<file path="config.mk">
export PLATFORM = sky130hd
export DESIGN_NAME = regfile_wr_arbiter
export DESIGN_NICKNAME = d
export VERILOG_FILES = /design/src/rtl/regfile_wr_arbiter.sv
export SDC_FILE = /design/constraint.sdc
export NUM_CORES = 1
export LEC_CHECK = 0
export ABC_CLOCK_PERIOD_IN_PS = 4100
export BUFFER_PORTS_ARGS = -buffer_cell sky130_fd_sc_hd__buf_2
export CORE_MARGIN = 2
export CORE_UTILIZATION = 35
export CTS_CLUSTER_SIZE = 40
export DETAILED_ROUTE_END_ITERATION = 8
export PLACE_DENSITY = 0.59
export SLEW_MARGIN = 0
export SYNTH_ARGS = -nofsm -noshare
export SYNTH_HDL_FRONTEND = slang
export SYNTH_SLANG_ARGS = --single-unit
</file>
<file path="constraint.sdc">
create_clock -name clk -period 4.1 [get_ports clk]
set_clock_uncertainty 0.15 [all_clocks]
set_input_delay 0.82 -clock clk [delete_from_list [all_inputs] [get_ports clk]]
set_output_delay 0.82 -clock clk [all_outputs]
set_load 0.005 [all_outputs]
</file>
<file path="src/rtl/regfile_wr_arbiter.sv">
// Register-file write-port arbiter: core writeback has priority, photon writes
// wait in an in-order queue with WAW kill, RAW detection and forced drain on starvation.
module regfile_wr_arbiter #(
  parameter int unsigned DEPTH    = 4,
  parameter int unsigned MAX_WAIT = 8
) (
  input  logic        clk,
  input  logic        Rst,
  input  logic        core_wr_en,
  input  logic [4:0]  core_wr_rd,
  input  logic [31:0] core_wr_data,
  input  logic        ph_req_valid,
  input  logic [4:0]  ph_req_rd,
  input  logic [31:0] ph_req_data,
  output logic        ph_req_ready,
  input  logic [4:0]  rd_rs1,
  input  logic [4:0]  rd_rs2,
  output logic        raw_stall,
  output logic        core_stall,
  output logic        rf_wen,
  output logic [4:0]  rf_waddr,
  output logic [31:0] rf_wdata
);

  localparam int unsigned PW = $clog2(DEPTH);
  localparam int unsigned CW = $clog2(DEPTH) + 1;
  localparam int unsigned AW = $clog2(MAX_WAIT + 1);
  localparam logic [CW-1:0] DEPTH_C = CW'(DEPTH);
  localparam logic [AW-1:0] MAX_C   = AW'(MAX_WAIT);

  typedef enum logic [1:0] {IDLE, PEND, FORCE} state_t;

  logic [DEPTH-1:0] live_q, live_d;
  logic [4:0]       rd_q   [DEPTH];
  logic [31:0]      data_q [DEPTH];
  logic [PW-1:0]    head_q, tail_q;
  logic [CW-1:0]    count_q, count_d;
  logic [AW-1:0]    age_q, age_d;
  state_t           state_q;
  logic             core_stall_q;

  logic core_win, not_empty, head_live, pop, ready_int, enq, hit;

  assign core_win  = core_wr_en && (core_wr_rd != '0);
  assign not_empty = (count_q != '0);
  assign head_live = not_empty && live_q[head_q];
  // A dead head is discarded regardless of who owns the port.
  assign pop       = not_empty && (!head_live || !core_win);
  assign ready_int = (count_q < DEPTH_C);
  assign enq       = ph_req_valid && ready_int;

  always_comb begin
    live_d = live_q;
    for (int unsigned i = 0; i < DEPTH; i++) begin
      if (core_win && (rd_q[i] == core_wr_rd)) live_d[PW'(i)] = 1'b0;
    end
    if (pop) live_d[head_q] = 1'b0;
    // Applied after the kill so a same-cycle request survives as the newer write.
    if (enq) live_d[tail_q] = (ph_req_rd != '0);
  end

  always_comb begin
    count_d = count_q;
    if (enq && !pop)      count_d = count_q + CW'(1);
    else if (!enq && pop) count_d = count_q - CW'(1);
  end

  always_comb begin
    age_d = age_q;
    if (pop || !not_empty)              age_d = '0;
    else if (head_live && age_q < MAX_C) age_d = age_q + AW'(1);
  end

  always_comb begin
    hit = 1'b0;
    for (int unsigned i = 0; i < DEPTH; i++) begin
      if (live_q[i] && (((rd_q[i] == rd_rs1) && (rd_rs1 != '0)) ||
                        ((rd_q[i] == rd_rs2) && (rd_rs2 != '0))))
        hit = 1'b1;
    end
  end

  always_comb begin
    rf_wen   = 1'b0;
    rf_waddr = '0;
    rf_wdata = '0;
    if (Rst) begin
      if (core_win) begin
        rf_wen   = 1'b1;
        rf_waddr = core_wr_rd;
        rf_wdata = core_wr_data;
      end else if (head_live) begin
        rf_wen   = 1'b1;
        rf_waddr = rd_q[head_q];
        rf_wdata = data_q[head_q];
      end
    end
  end

  assign raw_stall    = Rst && hit;
  assign ph_req_ready = Rst && ready_int;
  assign core_stall   = core_stall_q;

  always_ff @(posedge clk or negedge Rst) begin
    if (!Rst) begin
      live_q  <= '0;
      head_q  <= '0;
      tail_q  <= '0;
      count_q <= '0;
      age_q   <= '0;
      for (int unsigned i = 0; i < DEPTH; i++) begin
        rd_q[i]   <= '0;
        data_q[i] <= '0;
      end
    end else begin
      live_q  <= live_d;
      count_q <= count_d;
      age_q   <= age_d;
      if (pop) head_q <= head_q + PW'(1);
      if (enq) begin
        tail_q         <= tail_q + PW'(1);
        rd_q[tail_q]   <= ph_req_rd;
        data_q[tail_q] <= ph_req_data;
      end
    end
  end

  always_ff @(posedge clk or negedge Rst) begin
    if (!Rst) begin
      state_q      <= IDLE;
      core_stall_q <= 1'b0;
    end else begin
      unique case (state_q)
        IDLE: if (enq) state_q <= PEND;
        PEND: begin
          if (count_d == '0) state_q <= IDLE;
          else if (!pop && age_q == MAX_C) begin
            state_q      <= FORCE;
            core_stall_q <= 1'b1;
          end
        end
        FORCE: begin
          if (pop) begin
            state_q      <= (count_d == '0) ? IDLE : PEND;
            core_stall_q <= 1'b0;
          end
        end
        default: begin
          state_q      <= IDLE;
          core_stall_q <= 1'b0;
        end
      endcase
    end
  end

endmodule
</file>
==> metrics.cfg <==
[placement]
dp.cells = 1134
gp_congestion = 0.827
place_ws_ns = 0.535
hpwl_um = 14600
io_buffers = 128

[clock_tree]
cts.path.max_buffers = 2
cts_resized = 0
clock_latency_ns = 0.42
path_clk_slew_ns = 0.07
cts_tree = yes
cts_root_buffer = clkbuf_16
cts.sink_count = 166
post_cts_buffers = 0
hold_buffers = 0
cts_buffers = 17
htreeDepth = 4

[global_route]
grt_pass1_vias = 6092
grt_max_degree = 72
gr-total-overflow = 0
track_usage = 0.170
grt_pass1_wl_um = 34500
antenna_found_initial = 2

[setup_path]
crit_chain = buf_2 > or4_4 > o21a_2 > o21ai_4 > buf_12 > a21oi_1 > buf_2
max_stage_delay_ns = 0.62
end_kind = output port
critPathKind = input pin to output port
endpoint = rf_waddr[1]
rrSetupSlack_ns = 1.57
critPathSlowestCell = or4_4
startpoint = core_wr_rd[0]
cp.required_ns = 3.13
path_max_fanout = 32
r2r_end = data_q[74]$_DFFE_PN0P_
critPathArrivalTime_ns = 2.59
r2r_start = count_q[2]$_DFF_PN0_
worstRegToRegCells = 4
start_kind = input pin
cpMostUsedCell = buf_2

[die]
die_y_um = 163
start_util = 0.355
design.portCount = 129
dieWidth_um = 163
core_area_sq_um = 25100
dieArea_sq_um = 26700
fp-row-count = 58

[pwr]
clockPowerShare = 0.207
p_int_mw = 5.23
p_leak_nw = 4.56
sequentialPowerShare = 0.385
combPwrFrac = 0.408
vdd_drop_max_mv = 0.312
p_sw_frac = 0.339
p_sw_mw = 2.68
power_density_nw_per_um2 = 757

[drt]
num_vias = 5977
drtIter0Drc = 453
ant_nets = 0
drt_pre_antenna_iters = 4
drt_wl_total_um = 21800
drc_errors = 0
vias_per_cell = 5.12
wl_per_cell_um = 18.7

[sta]
fmax_mhz = 281
fin_ws_ns = 0.535
finalSetupTns_ns = 0
finalSetupViolCount = 0
worst_slew_pin_slew_ns = 0.917
rsz0062_at_grt = false
slew_viol_final = 0
fin_crit_ns = 3.56
maxSlewHeadroom = 0.389
hold_viol = 0
period_share = 0.869

[yosys]
synth_common_cells = 166 x dfrtp_1, 148 x mux2_2, 86 x nand2_1
synthMostInstantiatedCell = dfrtp_1
ys_ff_latch = 166
synthFlopType = dfrtp_1
yosysWarnings = 0
synthCells = 715
synth_edf_count = 0
syn-num-nets = 816
synth.distinct_cells = 48
avgSynthCellArea_sq_um = 12.5
synth_top_area_cell = dfrtp_1
synth_top_cell_area_share = 0.467
yosys-top-cells-area = dfrtp_1 47%, mux2_2 19%, mux4_2 9.6%
yosysSeqAreaShare = 0.467
postSynth.asyncResetShare = 1.00
syn_area_sq_um = 8900

[hold_path]
min_path_type = input pin to asynchronous set/reset pin

[layout]
final_cell_count_no_fill = 1167
area_growth_pct = 17.4
layout-drive-gt1-share = 0.455
nNetsFinal = 924

[status]
status = completed

[flow_run]
max_cap_viol_count = 0

worst max-delay path: cells and delay by family:
family	cells	cell delay, ns
AOI/OAI and AO/OA	3	0.61
buffers and inverters	3	0.53
and+or+nand+nor	1	0.62
layer usage:
layer,vias to the layer above,track usage,wire [um]
met2,133,0.275,10400
met1,3047,0.234,10100
li1,2778,-,-
met5,-,0,0
met4,0,0.0459,295
met3,19,0.0366,1070
how the worst min path moves through the flow:
stage	cells after the start	from	slack, ns	end
after floorplan	1	data_q[54]$_DFFE_PN0P_	0.32	data_q[54]$_DFFE_PN0P_
after global placement	1	data_q[17]$_DFFE_PN0P_	0.33	data_q[17]$_DFFE_PN0P_
after detailed placement	1	data_q[52]$_DFFE_PN0P_	0.34	data_q[52]$_DFFE_PN0P_
after CTS	1	Rst	0.12	data_q[49]$_DFFE_PN0P_
after global routing	1	Rst	0.12	data_q[62]$_DFFE_PN0P_
final	1	Rst	0.12	state_q[1]$_DFFE_PN0P_
power by group through the flow:
stage	combinational [mW]	clock, mW	sequential [mW]
final	3.23	1.63	3.05
after floorplan	2.56	0	2.85
after CTS	3.28	1.68	3.04
after detailed placement	3.26	0	3.07
after global placement	3.21	0	3.04
after global routing	3.53	1.76	3.14
state kept, by name, indices dropped and copies added (netlist names):
name	flops
data_q	128
state_q	2
head_q	2
live_q	4
core_stall	1
tail_q	2
count_q	3
rd_q	20
age_q	4
area by class of cell:
| type | instances | area, sq um |
|---|---|---|
| Fill cell | 2408 | 14700 |
| Multi-Input combinational cell | 483 | 4450 |
| Sequential cell | 166 | 4160 |
| Timing Repair Buffer | 143 | 785 |
| Clock buffer | 18 | 439 |
| Tap cell | 330 | 413 |
| Clock inverter | 13 | 159 |
| Inverter | 12 | 45.0 |
| Antenna cell | 2 | 5.00 |
metrics by stage:
step / hold slack, ns / util / cell area, sq um / power (mW)
6_report: 0.119 / 0.416 / 10500 / 7.91
5_1_grt: 0.121 / 0.416 / 10500 / 8.43
4_1_cts: 0.120 / 0.416 / 10500 / 7.99
3_5_place_dp: 0.337 / 0.392 / 9850 / 6.33
3_3_place_gp: 0.331 / 0.392 / 9850 / 6.25
2_1_floorplan: 0.324 / - / 8900 / 5.40
cells in the final DEF (no fill, tap or decap), types with 3 or more instances in the layout:
| master | synthesis | final |
|---|---|---|
| o21ai_0 | 13 | 13 |
| o211ai_1 | 5 | 5 |
| a21oi_1 | 38 | 38 |
| a221o_2 | 4 | 4 |
| ha_1 | 13 | 13 |
| nand3_1 | 15 | 15 |
| nor4_1 | 9 | 9 |
| nor2_1 | 9 | 9 |
| buf_4 | 4 | 13 |
| buf_2 | 11 | 127 |
| inv_6 | 0 | 5 |
| xnor2_1 | 40 | 40 |
| nand2_2 | 0 | 4 |
| o41ai_1 | 4 | 4 |
| nand2_1 | 86 | 82 |
| xor2_1 | 25 | 25 |
| nor2b_1 | 3 | 3 |
| inv_1 | 12 | 12 |
| clkbuf_16 | 0 | 17 |
| mux4_2 | 38 | 38 |
| dfrtp_1 | 166 | 164 |
| mux2_2 | 148 | 148 |
| or4_1 | 4 | 4 |
| inv_8 | 0 | 3 |
cell families (layout without fill, tap and decap cells):
logic type      count (synthesis)  after routing  synth area share
flops                         166            166             0.467
xor+xnor                       65             65            0.0639
other cells                     0              2                 0
simple gates                  136            136            0.0683
fa+ha+maj                      13             13            0.0183
buf+inv                        66            186            0.0361
mux                           187            187             0.284
compound gates                 82             82            0.0623
Note: power is estimated with default switching activity, not from simulation.
